==> config.mk <==
export PLATFORM = sky130hd
export DESIGN_NAME = inst_axi_bridge
export DESIGN_NICKNAME = d
export VERILOG_FILES = /design/src/rtl/inst_axi_bridge.sv
export SDC_FILE = /design/constraint.sdc
export NUM_CORES = 1
export LEC_CHECK = 0
export CAP_MARGIN = 20
export CORE_ASPECT_RATIO = 1.1
export CORE_UTILIZATION = 32
export CTS_BUF_LIST = sky130_fd_sc_hd__clkbuf_16
export CTS_CLUSTER_DIAMETER = 40
export DETAILED_ROUTE_END_ITERATION = 10
export GPL_ROUTABILITY_DRIVEN = 0
export GPL_TIMING_DRIVEN = 0
export MAX_ROUTING_LAYER = met4
export PLACE_DENSITY = 0.76
export SYNTH_ARGS = -nofsm -noshare
export SYNTH_HDL_FRONTEND = slang
export SYNTH_SLANG_ARGS = --single-unit
==> constraint.sdc <==
create_clock -name clk -period 3.08 [get_ports clk]
set_clock_uncertainty 0.1 [all_clocks]
set_input_delay 0.616 -clock clk [delete_from_list [all_inputs] [get_ports clk]]
set_output_delay 0.616 -clock clk [all_outputs]
set_load 0.02 [all_outputs]
==> src/rtl/inst_axi_bridge.sv <==
// inst_axi_bridge
// Instruction-fetch bridge: SRAM-like responder (req/addr_ok/data_ok) on the
// fetch side and a single-beat, single-ID AXI4 read master on the memory side.
// Each accepted fetch becomes one AR transfer. Returned words are handed back
// in order, one data_ok pulse per beat. The number of reads in flight is
// bounded by OUTSTANDING.

module inst_axi_bridge #(
    parameter int unsigned OUTSTANDING = 2,
    parameter logic [3:0]  ARID_VAL    = 4'd0
) (
    input  logic        clk,
    input  logic        rstn,

    // fetch-side SRAM-like port
    input  logic        inst_sram_req,
    input  logic        inst_sram_wr,
    input  logic [1:0]  inst_sram_size,
    input  logic [3:0]  inst_sram_wstrb,
    input  logic [31:0] inst_sram_addr,
    input  logic [31:0] inst_sram_wdata,
    output logic        inst_sram_addr_ok,
    output logic        inst_sram_data_ok,
    output logic [31:0] inst_sram_rdata,

    // AXI4 read address channel
    output logic [3:0]  arid,
    output logic [31:0] araddr,
    output logic [7:0]  arlen,
    output logic [2:0]  arsize,
    output logic [1:0]  arburst,
    output logic        arvalid,
    input  logic        arready,

    // AXI4 read data channel
    input  logic [3:0]  rid,
    input  logic [31:0] rdata,
    input  logic [1:0]  rresp,
    input  logic        rlast,
    input  logic        rvalid,
    output logic        rready,

    output logic        bus_err
);

    localparam logic [3:0] OUTSTANDING_LIM = 4'(OUTSTANDING);

    logic [3:0]  cnt;
    logic        arvalid_q;
    logic [31:0] araddr_q;
    logic [1:0]  size_q;
    logic        data_ok_q;
    logic [31:0] rdata_q;
    logic        bus_err_q;

    logic        accept;
    logic        r_hs;
    logic        r_take;
    logic        r_spurious;

    // Write-side and ID/last inputs carry no information for a read-only,
    // single-ID, single-beat fetch path; fold them into one sink signal.
    logic        unused_inputs;
    assign unused_inputs = ^{inst_sram_wr, inst_sram_wstrb, inst_sram_wdata, rid, rlast};

    // rready follows reset so the bridge never sinks beats while held in reset.
    assign rready = rstn;

    // A slot freed by an R beat this cycle is only visible next cycle, which
    // keeps addr_ok a function of registered state plus the live request.
    assign accept = rstn & inst_sram_req & (~arvalid_q | arready) & (cnt < OUTSTANDING_LIM);

    assign r_hs       = rvalid & rready;
    assign r_take     = r_hs & (cnt != 4'd0);
    assign r_spurious = r_hs & (cnt == 4'd0);

    assign inst_sram_addr_ok = accept;
    assign inst_sram_data_ok = data_ok_q;
    assign inst_sram_rdata   = rdata_q;

    assign arid    = ARID_VAL;
    assign araddr  = araddr_q;
    assign arlen   = 8'd0;
    assign arsize  = {1'b0, size_q};
    assign arburst = 2'b01;
    assign arvalid = arvalid_q;

    assign bus_err = bus_err_q;

    // Outstanding-read counter: +1 on acceptance, -1 on a consumed beat.
    always_ff @(posedge clk or negedge rstn) begin
        if (!rstn) begin
            cnt <= 4'd0;
        end else if (accept && !r_take) begin
            cnt <= cnt + 4'd1;
        end else if (r_take && !accept) begin
            cnt <= cnt - 4'd1;
        end
    end

    // AR channel: load on acceptance, hold while stalled, drop after handshake.
    always_ff @(posedge clk or negedge rstn) begin
        if (!rstn) begin
            arvalid_q <= 1'b0;
            araddr_q  <= 32'd0;
            size_q    <= 2'd0;
        end else if (accept) begin
            arvalid_q <= 1'b1;
            araddr_q  <= inst_sram_addr;
            size_q    <= inst_sram_size;
        end else if (arready) begin
            arvalid_q <= 1'b0;
        end
    end

    // Return path: register each consumed beat into a one-cycle data_ok pulse.
    always_ff @(posedge clk or negedge rstn) begin
        if (!rstn) begin
            data_ok_q <= 1'b0;
            rdata_q   <= 32'd0;
        end else begin
            data_ok_q <= r_take;
            if (r_take) begin
                rdata_q <= rdata;
            end
        end
    end

    // Sticky error: error response on a real beat, or any beat with nothing in flight.
    always_ff @(posedge clk or negedge rstn) begin
        if (!rstn) begin
            bus_err_q <= 1'b0;
        end else if ((r_take && (rresp != 2'b00)) || r_spurious) begin
            bus_err_q <= 1'b1;
        end
    end

endmodule

==> results.cfg, run 1 <==
[run_status]
outcome = finished clean

[layout]
final_util = 0.560
antenna_cells = 0
stdcell_area_um2 = 5050
regArea_um2 = 1830
nNetsFinal = 490
drive_gt1_frac = 0.290
area_growth_pct = 67.6
fillers = 762
multi_input_area_um2 = 1070

[synthesis]
avgSynthCellArea_um2 = 15.2
ys_seq_area_frac = 0.607
synthTopCellsByArea = dfrtp_1, mux2_2, buf_4, ha_1, buf_6
yosysUniqueCellTypes = 29
syn-instance-count = 198
yosys_warnings = 0
yosysTopAreaCell = dfrtp_1
ys_ff_latch = 73
synth_area_um2 = 3010
synth.top_cell.area_share = 0.607

[clocking]
clk_latency_ns = 0.32
htree_levels = 3
cts_tree = yes
clk_pin_slew_worst_paths_ns = 0.06
cts.sinks = 73
cts-root-buf = clkbuf_16
clockBufferDepth = 2
numCtsBuffers = 9
cts_hold_buf = 0

[floorplanning]
core_um2 = 9010
dieArea_um2 = 9800
die_x_um = 94.5
io_pins = 201
rows = 36
die_h_um = 104
start_util = 0.334

[timing]
worst_hold_slack_ns = 0.0135
period_share = 0.953
setup_tns_ns = 0
setup_viol = 0
rsz0062_at_grt = no
setup_ws_ns = 0.146
min_period_ns = 2.93
slew_viol_final = 0
finalHoldViolations = 0
fmax_ghz = 0.341

[power_and_ir_drop]
power_density_nw_per_um2 = 939
peakVddDrop_v = 0.000441
leakage_nw = 2.15

[critical_path]
crit_type = input pin to flop
slowest_delay_ns = 0.49
worst-path-max-fanout = 11
end_kind = flop
cp_slowest_cell = or4_1
rrSetupSlack_ns = 0.18
critPathLaunchType = input pin
r2r_end = cnt[3]
cp.arrival_ns = 3.03
path_cells = clkdlybuf4s50_1 -> nand2_1 -> a211oi_4 -> buf_6 -> ha_1 -> inv_1 -> ha_1 -> or4_1 -> o211ai_1 -> o211ai_1
critical_path.top_delay_family = buffers and inverters
r2r_cells = 9
crit_required_ns = 3.18
worstReg2RegStart = cnt[2]
crit_buf_inv = 3

[placed_design]
numPortBuffers = 143
placed_cell_area_um2 = 4660
dp_hpwl_mm = 5.00
pre_cts_slack_ns = -0.705

[grt]
grt_max_degree = 34
grt_pass1_vias = 2351
grt_pass1_wl_mm = 11.0
grt_usage = 0.152
top_usage_layer = met2
antenna_found_initial = 0
use_met2 = 0.255
grt_use_met1 = 0.170
globalRouteOverflowTotal = 0
grtUsageMet3 = 0.0352

[route]
drtAntennaViolNets = 0
drt_first_pass_iters = 4
drt_iter0_drc = 36
wl_mm = 7.00
drcViolationCount = 0
via_count = 2193
vias_per_cell = 4.48
drt-wirelength-per-cell_um = 14.3

[run]
cap_violations = 0

[min_path]
hold_path_class = input pin to asynchronous set/reset pin
worst max-delay path by stage:
stage                        startpoint      to  slack (ns)  cells past startpoint
final                     inst_sram_req  cnt[3]        0.15                     10
after global routing      inst_sram_req  cnt[3]        0.02                     10
after CTS                          rstn  cnt[3]        0.06                     12
after detailed placement           rstn  cnt[3]       -0.71                     11
after global placement             rstn  cnt[3]       -3.35                     10
after floorplan                  cnt[2]  cnt[3]        0.10                      9
synth_stat cells:
library cell	count
a2111o_1	1
a211oi_4	1
a21o_1	1
a21oi_1	2
buf_2	3
buf_4	16
buf_6	3
clkbuf_1	1
conb_1	2
dfrtp_1	73
fa_1	1
ha_1	3
inv_1	3
mux2_1	2
mux2_2	65
mux2i_1	1
nand2_1	4
nand3_1	2
nand3b_1	1
nor2_1	1
nor3_1	2
nor4_1	1
o211ai_1	2
o21ai_0	1
o21bai_1	1
or3_1	1
or3_4	1
or4_1	1
xnor2_1	2
state kept, by name (all words and copies together) (netlist names):
name	flops
arvalid	1
bus_err	1
size_q	2
cnt	4
inst_sram_data_ok	1
inst_sram_rdata	32
araddr	32
final cells by class:
type | instances | share of cell area
buffer | 23 | 0.0347
clock buffer | 9 | 0.0446
clock inverter | 7 | 0.0107
inverter | 3 | 0.00223
multi-input combinational | 112 | 0.212
sequential | 73 | 0.362
tap | 114 | 0.0283
timing repair buffer | 149 | 0.305
stage by stage:
stage,cells,power [W]
6_report,490,0.00474
5_1_grt,490,0.00500
4_1_cts,487,0.00478
3_5_place_dp,469,0.00376
3_3_place_gp,468,0.00368
2_1_floorplan,211,0.00271
logic make-up (layout without fill, tap and decap cells):
group | count (synthesis) | after routing | synth area share
simple gates | 14 | 14 | 0.0258
flops | 73 | 73 | 0.607
buf+inv | 26 | 191 | 0.0611
mux | 68 | 68 | 0.254
fa+ha+maj | 4 | 4 | 0.0191
compound gates | 9 | 9 | 0.0253
xor+xnor | 2 | 2 | 0.00582
other cells | 2 | 15 | 0.00249
metal layers:
layer  vias to the layer above  part of all wire
li1                       1010                 -
met1                      1064              0.41
met2                       107              0.49
met3                        12             0.081
met4                         0             0.018
met5                         -                 0
where the power goes:
group          leakage [nW]  internal [W]  switching, W
registers             0.868       0.00137      0.000247
logic                  1.13       0.00119      0.000955
clock network         0.144      0.000611      0.000369
worst register-to-register path, stage by stage, from the launching register on:
cell      delay, ns
dfrtp_1        0.44
or3_4          0.42
a211oi_4       0.19
buf_6          0.19
ha_1           0.26
inv_1          0.13
ha_1           0.36
or4_1          0.49
o211ai_1       0.11
o211ai_1       0.10
placed cells by master, fill, tap and decap left out, types with 4 or more instances in the layout:
master / n
clkdlybuf4s50_1: 142
dfrtp_1: 73
mux2_2: 65
buf_4: 20
conb_1: 15
clkbuf_16: 10
inv_1: 5
nand2_1: 4
buf_6: 4
repair_timing:
item	in CTS	in global routing
gates resized for setup	4	2
endpoints found under the setup margin	3	1
setup buffers	1	2
pin swaps	1	1
gates cloned	1	1
(Power assumes the default switching activity.)
==> run 2, diff against run 1 <==
--- a/config.mk
+++ b/config.mk
@@ -15,6 +15,7 @@
 export GPL_TIMING_DRIVEN = 0
 export MAX_ROUTING_LAYER = met4
 export PLACE_DENSITY = 0.76
+export SKIP_CTS_REPAIR_TIMING = 1
 export SYNTH_ARGS = -nofsm -noshare
 export SYNTH_HDL_FRONTEND = slang
 export SYNTH_SLANG_ARGS = --single-unit
==> run 2 against run 1 <==
Compared with the run above:
- via count is 0.78% lower
- largest cell class unchanged
- highest routed layer unchanged
- worst hold slack better by 0.0062 ns
- global-route usage is 0.40 points lower
==> results.cfg, run 2 (synthesis gave the netlist of run 1 again) <==
[run_status]
outcome = finished clean

[timing]
slew_viol_final = 0
rsz0062_at_grt = no
min_period_ns = 2.93
period_share = 0.950
finalHoldViolations = 0
setup_viol = 0
fmax_ghz = 0.342
worst_hold_slack_ns = 0.0197

[power_and_ir_drop]
leakage_nw = 2.13
power_density_nw_per_um2 = 940
peakVddDrop_v = 0.000441
p_total_w = 0.00473

[floorplanning]
rows = 36
start_util = 0.334
core_um2 = 9010
io_pins = 201
die_h_um = 104
die_x_um = 94.5
dieArea_um2 = 9800

[critical_path]
path_cells = clkdlybuf4s50_1 -> nand2_1 -> a211oi_4 -> buf_6 -> ha_1 -> inv_1 -> ha_1 -> or4_1 -> o211ai_1 -> o211ai_1
critPathLaunchType = input pin
worst-path-max-fanout = 11
cp_slowest_cell = or4_1
crit_type = input pin to flop
cp.arrival_ns = 3.03
slowest_delay_ns = 0.49
crit_required_ns = 3.18
critical_path.top_delay_family = buffers and inverters
crit_buf_inv = 3
end_kind = flop

[clocking]
cts_tree = yes
cts-root-buf = clkbuf_16
numCtsBuffers = 9
htree_levels = 3
clk_latency_ns = 0.32
cts.sinks = 73
clockBufferDepth = 2
clk_pin_slew_worst_paths_ns = 0.06

[grt]
grt_pass1_vias = 2308
grt_usage = 0.148
antenna_found_initial = 0
globalRouteOverflowTotal = 0
grt_pass1_wl_mm = 10.8
grt_max_degree = 66

[placed_design]
dp_hpwl_mm = 5.00
placed_cell_area_um2 = 4660
numPortBuffers = 143

[layout]
fillers = 764
most-common-layout-cells = clkdlybuf4s50_1, dfrtp_1, mux2_2, buf_4, conb_1
area_growth_pct = 67.0
final_common_cell = clkdlybuf4s50_1
nNetsFinal = 488
drive_gt1_frac = 0.286
stdcell_area_um2 = 5030
antenna_cells = 0

[route]
drt-wirelength-per-cell_um = 14.2
drtAntennaViolNets = 0
wl_mm = 6.95
drcViolationCount = 0
drt_first_pass_iters = 4
drt_iter0_drc = 39
via_count = 2176
vias_per_cell = 4.46

[run]
cap_violations = 0

[min_path]
hold_path_class = input pin to asynchronous set/reset pin
==> run 2: cell types whose count changed in the layout (fill, tap and decap cells not counted) <==
cell / previous run / this run
buf_6: 4 / 5
buf_4: 20 / 17
clkbuf_16: 10 / 11
bufbuf_16: 1 / 0
==> run 2: metal layers <==
layer	part of all wire	track usage	up-vias
met5	0	-	-
met4	0.015	0.0714	0
met3	0.089	0.0389	10
met2	0.50	0.243	110
met1	0.40	0.166	1048
li1	-	-	1008
==> run 2: final timing paths <==
kind / startpoint / slack [ns] / end / cells after the start
worst max-delay path: inst_sram_req / 0.15 / cnt[3] / 10
worst min-delay path: rstn / 0.02 / araddr[10] / 1
worst max register to register: cnt[2] / 0.18 / cnt[3] / 9
worst min register to register: araddr[7] / 0.38 / araddr[7] / 1
max in group asynchronous: rstn / 2.42 / inst_sram_rdata[30] / 2
min in group clk: araddr[7] / 0.38 / araddr[7] / 1
==> run 2: worst register-to-register path, cell delays in order (launching register included) <==
cell and delay, ns:
dfrtp_1 0.44, or3_4 0.42, a211oi_4 0.19, buf_6 0.19, ha_1 0.26, inv_1 0.13
ha_1 0.36, or4_1 0.49, o211ai_1 0.11, o211ai_1 0.10
==> run 2: cell type report <==
type | instances | area [um2] | share of cell area
multi-input cells | 112 | 1070 | 0.213
clock inverters | 7 | 53.8 | 0.0107
repair buffers | 147 | 1520 | 0.302
well taps | 114 | 143 | 0.0284
plain buffers | 23 | 179 | 0.0356
flip-flops and latches | 73 | 1830 | 0.363
inverters | 3 | 11.3 | 0.00224
clock buffers | 9 | 225 | 0.0448
==> run 2: per-stage QoR <==
step	worst slack [ns]	util	instances	TNS (ns)
3_5_place_dp	-0.705	0.517	469	-1.74
5_1_grt	0.0228	0.558	488	0
3_3_place_gp	-3.35	0.514	468	-263.16
4_1_cts	-0.371	0.548	485	-0.763
2_1_floorplan	0.102	-	211	0
6_report	0.153	0.558	488	0
==> run 2: report_power, final <==
group	switching [W]	internal [W]	leakage, nW
Combinational	0.000954	0.00118	1.12
Sequential	0.000246	0.00137	0.868
Clock	0.000366	0.000611	0.144
Total	0.00156	0.00316	2.13
==> run 3, diff against run 2 <==
--- a/config.mk
+++ b/config.mk
@@ -7,14 +7,13 @@
 export LEC_CHECK = 0
 export CAP_MARGIN = 20
 export CORE_ASPECT_RATIO = 1.1
-export CORE_UTILIZATION = 32
-export CTS_BUF_LIST = sky130_fd_sc_hd__clkbuf_16
+export CORE_UTILIZATION = 33
+export CTS_BUF_LIST = sky130_fd_sc_hd__clkbuf_4
 export CTS_CLUSTER_DIAMETER = 40
 export DETAILED_ROUTE_END_ITERATION = 10
 export GPL_ROUTABILITY_DRIVEN = 0
 export GPL_TIMING_DRIVEN = 0
-export MAX_ROUTING_LAYER = met4
-export PLACE_DENSITY = 0.76
+export PLACE_DENSITY = 0.78
 export SKIP_CTS_REPAIR_TIMING = 1
 export SYNTH_ARGS = -nofsm -noshare
 export SYNTH_HDL_FRONTEND = slang
==> run 3 against run 2 <==
Compared with the run above:
- final cell count is 1.6% higher
- wire length increased by 5.3%
- combinational power rose by 2%
- critical path type unchanged
- largest cell class unchanged
- highest routed layer unchanged
==> results.cfg, run 3 (synthesis gave the netlist of run 1 again) <==
[run_status]
outcome = finished clean

[layout]
final_util = 0.560
antenna_cells = 0
stdcell_area_um2 = 4970
area_growth_pct = 65.1
final_cells = 496
final_common_cell = clkdlybuf4s50_1
drive_gt1_frac = 0.314
most-common-layout-cells = clkdlybuf4s50_1, dfrtp_1, mux2_2, buf_4, conb_1
nNetsFinal = 496

[clocking]
cts.sinks = 73
clk_pin_slew_worst_paths_ns = 0.12
cts_tree = yes
clk_latency_ns = 0.41
cts-root-buf = clkbuf_4
htree_levels = 3
clockBufferDepth = 2
numCtsBuffers = 9

[placed_design]
placed_cell_area_um2 = 4650
dp_cells = 469
pre_cts_slack_ns = -0.902
numPortBuffers = 143
dp_hpwl_mm = 5.35

[power_and_ir_drop]
p_comb_frac = 0.486
intPower_w = 0.00291
p_switching_w = 0.00155
clkPwrFrac = 0.152
p_sw_frac = 0.348
peakVddDrop_v = 0.000464
leakage_nw = 2.13
seq_power_share = 0.362
power_density_nw_per_um2 = 898

[route]
wl_met2_mm = 3.69
wl_met1_mm = 2.76
wl_mm = 7.32
drtAntennaViolNets = 0
drcViolationCount = 0
vias_per_cell = 4.53
top_layer = met4
via_count = 2245
drt-wirelength-per-cell_um = 14.8
wl_met3_um = 753
drt_first_pass_iters = 6
drt_iter0_drc = 23

[critical_path]
crit_type = input pin to flop
r2r_cells = 9
crit_buf_inv = 4
end_kind = flop
path_depth = 11
crit_required_ns = 3.27
cp.arrival_ns = 3.14
cp_slowest_cell = or4_1
path_cells = clkdlybuf4s50_1 -> nand2_1 -> nor2_2 -> clkbuf_4 -> inv_1 -> ha_2 -> inv_1 -> ha_1 -> or4_1 -> o211ai_1 -> o211ai_1
slowest_delay_ns = 0.49
critPathLaunchType = input pin
critical_path.top_delay_family = buffers and inverters
worst-path-max-fanout = 10

[grt]
grt_usage = 0.150
grt_max_degree = 44
grt_pass1_vias = 2190
grt_pass1_wl_mm = 10.7
globalRouteOverflowTotal = 0
antenna_found_initial = 0

[timing]
setup_viol = 0
setup_ws_ns = 0.131
rsz0062_at_grt = no
finalHoldViolations = 0
fmax_ghz = 0.339
slew_viol_final = 0
min_period_ns = 2.95
period_share = 0.957
worst_hold_slack_ns = 0.0421

[floorplanning]
die_h_um = 102
die_x_um = 93.1
dieArea_um2 = 9510
start_util = 0.339
rows = 36
core_um2 = 8870
io_pins = 201

[min_path]
hold_path_class = input pin to asynchronous set/reset pin

[run]
cap_violations = 0
run 3: cell count changes in the layout (fill, tap and decap cells not counted), sizes merged:
cell,delta
buf,+8
bufinv,+1
clkbuf,+2
clkdlybuf4s50,-1
clkinv,-2
clkinvlp,+1
dlymetal6s2s,+1
inv,-2
run 3: metal layers:
layer  track usage  up-vias
li1              -     1027
met1         0.164     1082
met2         0.252      127
met3        0.0580        9
met4        0.0781        0
met5             0        -
run 3: through the flow:
stage	TNS [ns]	total power, W
2_1_floorplan	0	0.00271
3_3_place_gp	-265.84	0.00369
3_5_place_dp	-2.39	0.00377
4_1_cts	-0.967	0.00446
5_1_grt	0	0.00473
6_report	0	0.00446
run 3: area by class of cell:
cell class,instances,area (um2)
fill,735,3900
buffer,23,175
sequential,73,1830
inverter,3,11.3
clock inverter,5,80.1
clock buffer,11,82.6
multi-input combinational,112,1070
timing repair buffer,155,1580
tap,114,143
run 3: path summary, 6_finish.rpt:
path | start | slack [ns] | endpoint
worst max-delay path | rvalid | 0.13 | cnt[3]
worst min-delay path | rstn | 0.04 | araddr[22]
worst max register to register | cnt[2] | 0.14 | cnt[3]
worst min register to register | bus_err | 0.40 | bus_err
max in group asynchronous | rstn | 2.64 | inst_sram_rdata[31]
min in group clk | bus_err | 0.40 | bus_err
run 3: power by group through the flow:
stage | Clock (W) | Combinational [W] | Sequential (W)
2_1_floorplan | 0 | 0.000625 | 0.00208
3_3_place_gp | 0 | 0.00209 | 0.00160
3_5_place_dp | 0 | 0.00214 | 0.00163
4_1_cts | 0.000706 | 0.00215 | 0.00161
5_1_grt | 0.000751 | 0.00231 | 0.00168
6_report | 0.000678 | 0.00217 | 0.00162
